File: config.mk
export PLATFORM = sky130hd
export DESIGN_NAME = hazard_unit
export DESIGN_NICKNAME = d
export VERILOG_FILES = /design/src/rtl/mips_pkg.sv /design/src/rtl/hazard_track_reg.sv /design/src/rtl/hazard_unit.sv
export SDC_FILE = /design/constraint.sdc
export NUM_CORES = 1
export LEC_CHECK = 0
export CAP_MARGIN = 20
export CORE_MARGIN = 10
export CORE_UTILIZATION = 50
export DETAILED_ROUTE_END_ITERATION = 10
export GPL_TIMING_DRIVEN = 0
export HOLD_SLACK_MARGIN = 0.08
export PLACE_DENSITY = 0.81
export SLEW_MARGIN = 40
export SYNTH_ARGS = -nofsm -noshare
export SYNTH_HDL_FRONTEND = slang
export SYNTH_HIERARCHICAL = 1
export SYNTH_SLANG_ARGS = --single-unit
File: constraint.sdc
create_clock -name clk -period 2.9 [get_ports clk]
set_input_delay 0.435 -clock clk [delete_from_list [all_inputs] [get_ports clk]]
set_output_delay 0.435 -clock clk [all_outputs]
set_load 0.1 [all_outputs]
File: src/rtl/mips_pkg.sv
// Shared types for the MIPS hazard logic: shadow-stage record, bubble constant
// and the operand match helper used against each shadow stage.
package mips_pkg;

  localparam int REG_W = 5;

  typedef struct packed {
    logic             valid;
    logic [REG_W-1:0] dest;
    logic             reg_write;
    logic             mem_read;
  } hz_stage_t;

  localparam hz_stage_t HZ_BUBBLE = '{
    valid:     1'b0,
    dest:      {REG_W{1'b0}},
    reg_write: 1'b0,
    mem_read:  1'b0
  };

  // $0 is hard-wired, so a stage writing it can never create a dependency.
  function automatic logic operand_match(
    input logic             uses,
    input logic [REG_W-1:0] r,
    input hz_stage_t        st
  );
    return uses && (r != {REG_W{1'b0}}) && st.valid && (st.dest == r);
  endfunction

endpackage

File: src/rtl/hazard_track_reg.sv
// One shadow pipeline stage: loads the incoming record or takes a bubble.
module hazard_track_reg
  import mips_pkg::*;
(
  input  logic      clk,
  input  logic      rst,
  input  logic      load,
  input  hz_stage_t d,
  output hz_stage_t q
);

  // Stage register; a bubble is inserted whenever load is low.
  always_ff @(posedge clk or posedge rst) begin
    if (rst) begin
      q <= HZ_BUBBLE;
    end else if (load) begin
      q <= d;
    end else begin
      q <= HZ_BUBBLE;
    end
  end

endmodule

File: src/rtl/hazard_unit.sv
// Load-use / branch-operand hazard controller with private EX and MEM shadow
// stages, bubble/hold/flush outputs and saturating stall and flush counters.
module hazard_unit #(
  parameter int REG_W = 5,
  parameter int CNT_W = 16
) (
  input  logic             clk,
  input  logic             rst,
  input  logic [REG_W-1:0] idRs,
  input  logic [REG_W-1:0] idRt,
  input  logic             idUsesRs,
  input  logic             idUsesRt,
  input  logic             idBranch,
  input  logic             idTaken,
  input  logic             idRegWrite,
  input  logic             idMemRead,
  input  logic [REG_W-1:0] idDest,
  output logic             pcWrite,
  output logic             ifidWrite,
  output logic             ifidFlush,
  output logic             nopOut,
  output logic [CNT_W-1:0] stallCnt,
  output logic [CNT_W-1:0] flushCnt
);

  import mips_pkg::*;

  hz_stage_t id_stage_s;
  hz_stage_t ex_stage_r;
  hz_stage_t mem_stage_r;

  logic ex_rs_s, ex_rt_s, mem_rs_s, mem_rt_s;
  logic load_use_s, branch_dep_s, stall_s, flush_s;
  logic [CNT_W-1:0] stall_cnt_r, flush_cnt_r;

  assign id_stage_s = '{
    valid:     1'b1,
    dest:      idDest,
    reg_write: idRegWrite,
    mem_read:  idMemRead
  };

  hazard_track_reg u_ex (
    .clk  (clk),
    .rst  (rst),
    .load (~stall_s),
    .d    (id_stage_s),
    .q    (ex_stage_r)
  );

  hazard_track_reg u_mem (
    .clk  (clk),
    .rst  (rst),
    .load (1'b1),
    .d    (ex_stage_r),
    .q    (mem_stage_r)
  );

  assign ex_rs_s  = operand_match(idUsesRs, idRs, ex_stage_r);
  assign ex_rt_s  = operand_match(idUsesRt, idRt, ex_stage_r);
  assign mem_rs_s = operand_match(idUsesRs, idRs, mem_stage_r);
  assign mem_rt_s = operand_match(idUsesRt, idRt, mem_stage_r);

  // Branches resolve in ID, so they also wait on an ALU result still in EX and
  // on a load still in MEM; ordinary consumers only wait on a load in EX.
  assign load_use_s   = ex_stage_r.mem_read && (ex_rs_s || ex_rt_s);
  assign branch_dep_s = idBranch &&
                        ((ex_stage_r.reg_write && (ex_rs_s || ex_rt_s)) ||
                         (mem_stage_r.mem_read && (mem_rs_s || mem_rt_s)));
  assign stall_s      = load_use_s || branch_dep_s;
  assign flush_s      = idTaken && !stall_s;

  // While stalled the branch outcome is not yet trustworthy, so no flush.
  assign pcWrite   = !rst && !stall_s;
  assign ifidWrite = !rst && !stall_s;
  assign nopOut    = rst || stall_s;
  assign ifidFlush = !rst && flush_s;

  // Saturating performance counters.
  always_ff @(posedge clk or posedge rst) begin
    if (rst) begin
      stall_cnt_r <= {CNT_W{1'b0}};
      flush_cnt_r <= {CNT_W{1'b0}};
    end else begin
      if (stall_s && (stall_cnt_r != {CNT_W{1'b1}})) begin
        stall_cnt_r <= stall_cnt_r + CNT_W'(1);
      end else begin
        stall_cnt_r <= stall_cnt_r;
      end
      if (flush_s && (flush_cnt_r != {CNT_W{1'b1}})) begin
        flush_cnt_r <= flush_cnt_r + CNT_W'(1);
      end else begin
        flush_cnt_r <= flush_cnt_r;
      end
    end
  end

  assign stallCnt = stall_cnt_r;
  assign flushCnt = flush_cnt_r;

endmodule

==> results.py <==
metrics = {
    "run_status": {
        "status": "complete, no violations",
    },
    "power_and_ir_drop": {
        "power.share.clock": 0.188,
        "internal-power_mw": 1.04,
        "p_sw_frac": 0.441,
        "combPwrFrac": 0.383,
        "power.density_nw_per_um2": 630,
        "seqPwrFrac": 0.429,
        "switchingPower_mw": 0.825,
        "irDropWorstVdd_mv": 0.965,
        "p_leak_nw": 1.47,
        "total_power_mw": 1.87,
    },
    "drt": {
        "drt-initial-drc-count": 76,
        "num_vias": 1812,
        "drc_errors": 0,
        "wl_per_cell_um": 14.7,
        "firstDrtPassIters": 4,
        "drt_wl_total_mm": 5.12,
        "vias_per_cell": 5.19,
        "ant_nets": 0,
    },
    "place": {
        "dp_slack_ns": 0.0403,
        "hpwl_mm": 4.03,
        "place_inst": 343,
        "place_area_um2": 2870,
        "portBuffers": 58,
        "gp_congestion": 0.820,
    },
    "clock_tree": {
        "cts_made_buffers": 5,
        "cts_tree": "yes",
        "clkTransAtPathRegs_ns": 0.08,
        "clk_latency_ns": 0.29,
        "clk_path_buf_depth": 2,
        "clock-sinks": 47,
        "root_buffer": "clkbuf_8",
        "cts_max_level": 2,
    },
    "worst_setup_path": {
        "cp.arrival_ns": 2.39,
        "reg2reg_to": "flushCnt[1]$_DFFE_PP0P_",
        "start_kind": "input port",
        "path_max_fanout": 4,
        "crit_path_end_kind": "output pin",
        "rrSetupSlack_ns": 0.73,
        "critPathMaxStageDelay_ns": 0.47,
        "crit_required_ns": 2.47,
        "r2r_cells": 7,
        "critPathTopFamily": "simple AND/OR/NAND/NOR gates",
        "crit_slowest_cell": "clkdlybuf4s50_1",
        "path_cells": "clkdlybuf4s50_1 -> xor2_1 -> nor4_1 -> nand4_1 -> a21oi_4 -> nor3_4 -> and2_2 -> buf_4",
        "r2r-start": "u_ex/q[4]$_DFF_PP0_",
        "crit_type": "input port to output pin",
        "path_buf_inv": 2,
    },
    "layout": {
        "antenna-diode-count": 0,
        "layout_commonest_cell": "dfrtp_1",
        "fin_cells": 349,
        "area_delta_synth_final_pct": 25.5,
        "final_util": 0.663,
        "final_cell_area_um2": 2970,
        "finalNetCount": 323,
        "final_cell_mix": "dfrtp_1 (47), buf_2 (36), xor2_1 (24)",
        "drive_gt1_frac": 0.202,
    },
    "grt": {
        "grt_max_degree": 33,
        "grtUsageMet1": 0.169,
        "track_usage": 0.137,
        "overflow": 0,
        "grt_pass1_wl_mm": 8.47,
        "grt_pass1_vias": 1864,
        "grt.busiest_layer": "met2",
        "antenna_found_initial": 0,
        "grtUsageMet3": 0.0487,
        "use_met2": 0.210,
    },
    "floorplan": {
        "io_pins": 59,
        "die_area_um2": 7880,
        "initial_utilization": 0.529,
        "die_y_um": 88.8,
        "num_rows": 24,
        "die_x_um": 88.8,
        "coreArea_um2": 4470,
    },
    "timing": {
        "tightestPinTransition_ns": 0.659,
        "setup_slack_ns": 0.0781,
        "setup_viol": 0,
        "relSlewSlack": 0.560,
        "fin_crit_sh": 0.973,
        "fmax_ghz": 0.354,
        "fin_crit_ns": 2.82,
        "skew_ns": 0.00787,
        "finalHoldViolCount": 0,
        "drv_slew": 0,
    },
    "worst_hold_path": {
        "min_to": "stallCnt[10]$_DFFE_PP0P_",
        "hp-class": "flip-flop to flip-flop",
        "min_from": "stallCnt[10]$_DFFE_PP0P_",
        "whs_path_depth": 1,
    },
    "job": {
        "drv_cap": 0,
    },
    "synthesis": {
        "syn-cell-area_um2": 2360,
        "synthCells": 226,
        "postSynthAreaPerCell_um2": 10.5,
        "yosysWarnings": 6,
    },
}
## through the flow
stage          TNS, ns  hold WS (ns)
3_5_place_dp         0         0.481
4_1_cts              0         0.495
2_1_floorplan        0         0.238
5_1_grt        -0.0445         0.514
3_3_place_gp     -2.29         0.468
6_report             0         0.491
## layout make-up
type | count | area (um2)
Buffer | 5 | 32.5
Sequential cell | 47 | 1180
Fill cell | 364 | 1510
Clock buffer | 6 | 72.6
Inverter | 7 | 26.3
Multi-Input combinational cell | 174 | 1190
Timing Repair Buffer | 58 | 405
Tap cell | 52 | 65.1
## state kept, by name (all words and copies together), names as in the netlist
register,count
u_mem/q,7
flushCnt,16
u_ex/q,8
stallCnt,16
## worst register-to-register path: cells and delay by family, from the launching register on
kind / cells / cell delay (ns)
DFF: 1 / 0.43
AOI/OAI and AO/OA: 1 / 0.26
xor gates and xnor gates: 1 / 0.18
muxes: 1 / 0.34
and+or+nand+nor: 4 / 0.84
## power by group through the flow
| stage | registers [mW] | clock network, mW | logic [mW] |
|---|---|---|---|
| after CTS | 0.803 | 0.369 | 0.720 |
| after global placement | 0.817 | 0 | 0.768 |
| after floorplan | 1.22 | 0 | 0.169 |
| after detailed placement | 0.813 | 0 | 0.719 |
| after global routing | 0.816 | 0.394 | 0.758 |
| final | 0.802 | 0.352 | 0.716 |
## worst max path at each step
stage	startpoint	to	slack [ns]	depth (start not counted)
6_report	idRt[2]	ifidFlush	0.08	8
3_3_place_gp	idRs[4]	nopOut	-0.65	8
3_5_place_dp	idRt[4]	ifidFlush	0.04	8
2_1_floorplan	idRt[0]	nopOut	0.05	6
5_1_grt	idRt[2]	ifidFlush	-0.03	8
4_1_cts	idRt[4]	ifidFlush	0.03	8
## layer usage
metal / wire (um) / vias to the layer above
met2: 2320 / 40
li1: - / 904
met4: 108 / 0
met3: 382 / 9
met1: 2310 / 859
met5: 0 / -
## repair_timing
| action | 4_1_cts | 5_1_grt |
|---|---|---|
| hold buffers | 0 | 0 |
| buffers inserted | 0 | 0 |
| gates resized for setup | 0 | 6 |
| endpoints found under the setup margin | 0 | 3 |
(Power assumes the default switching activity.)
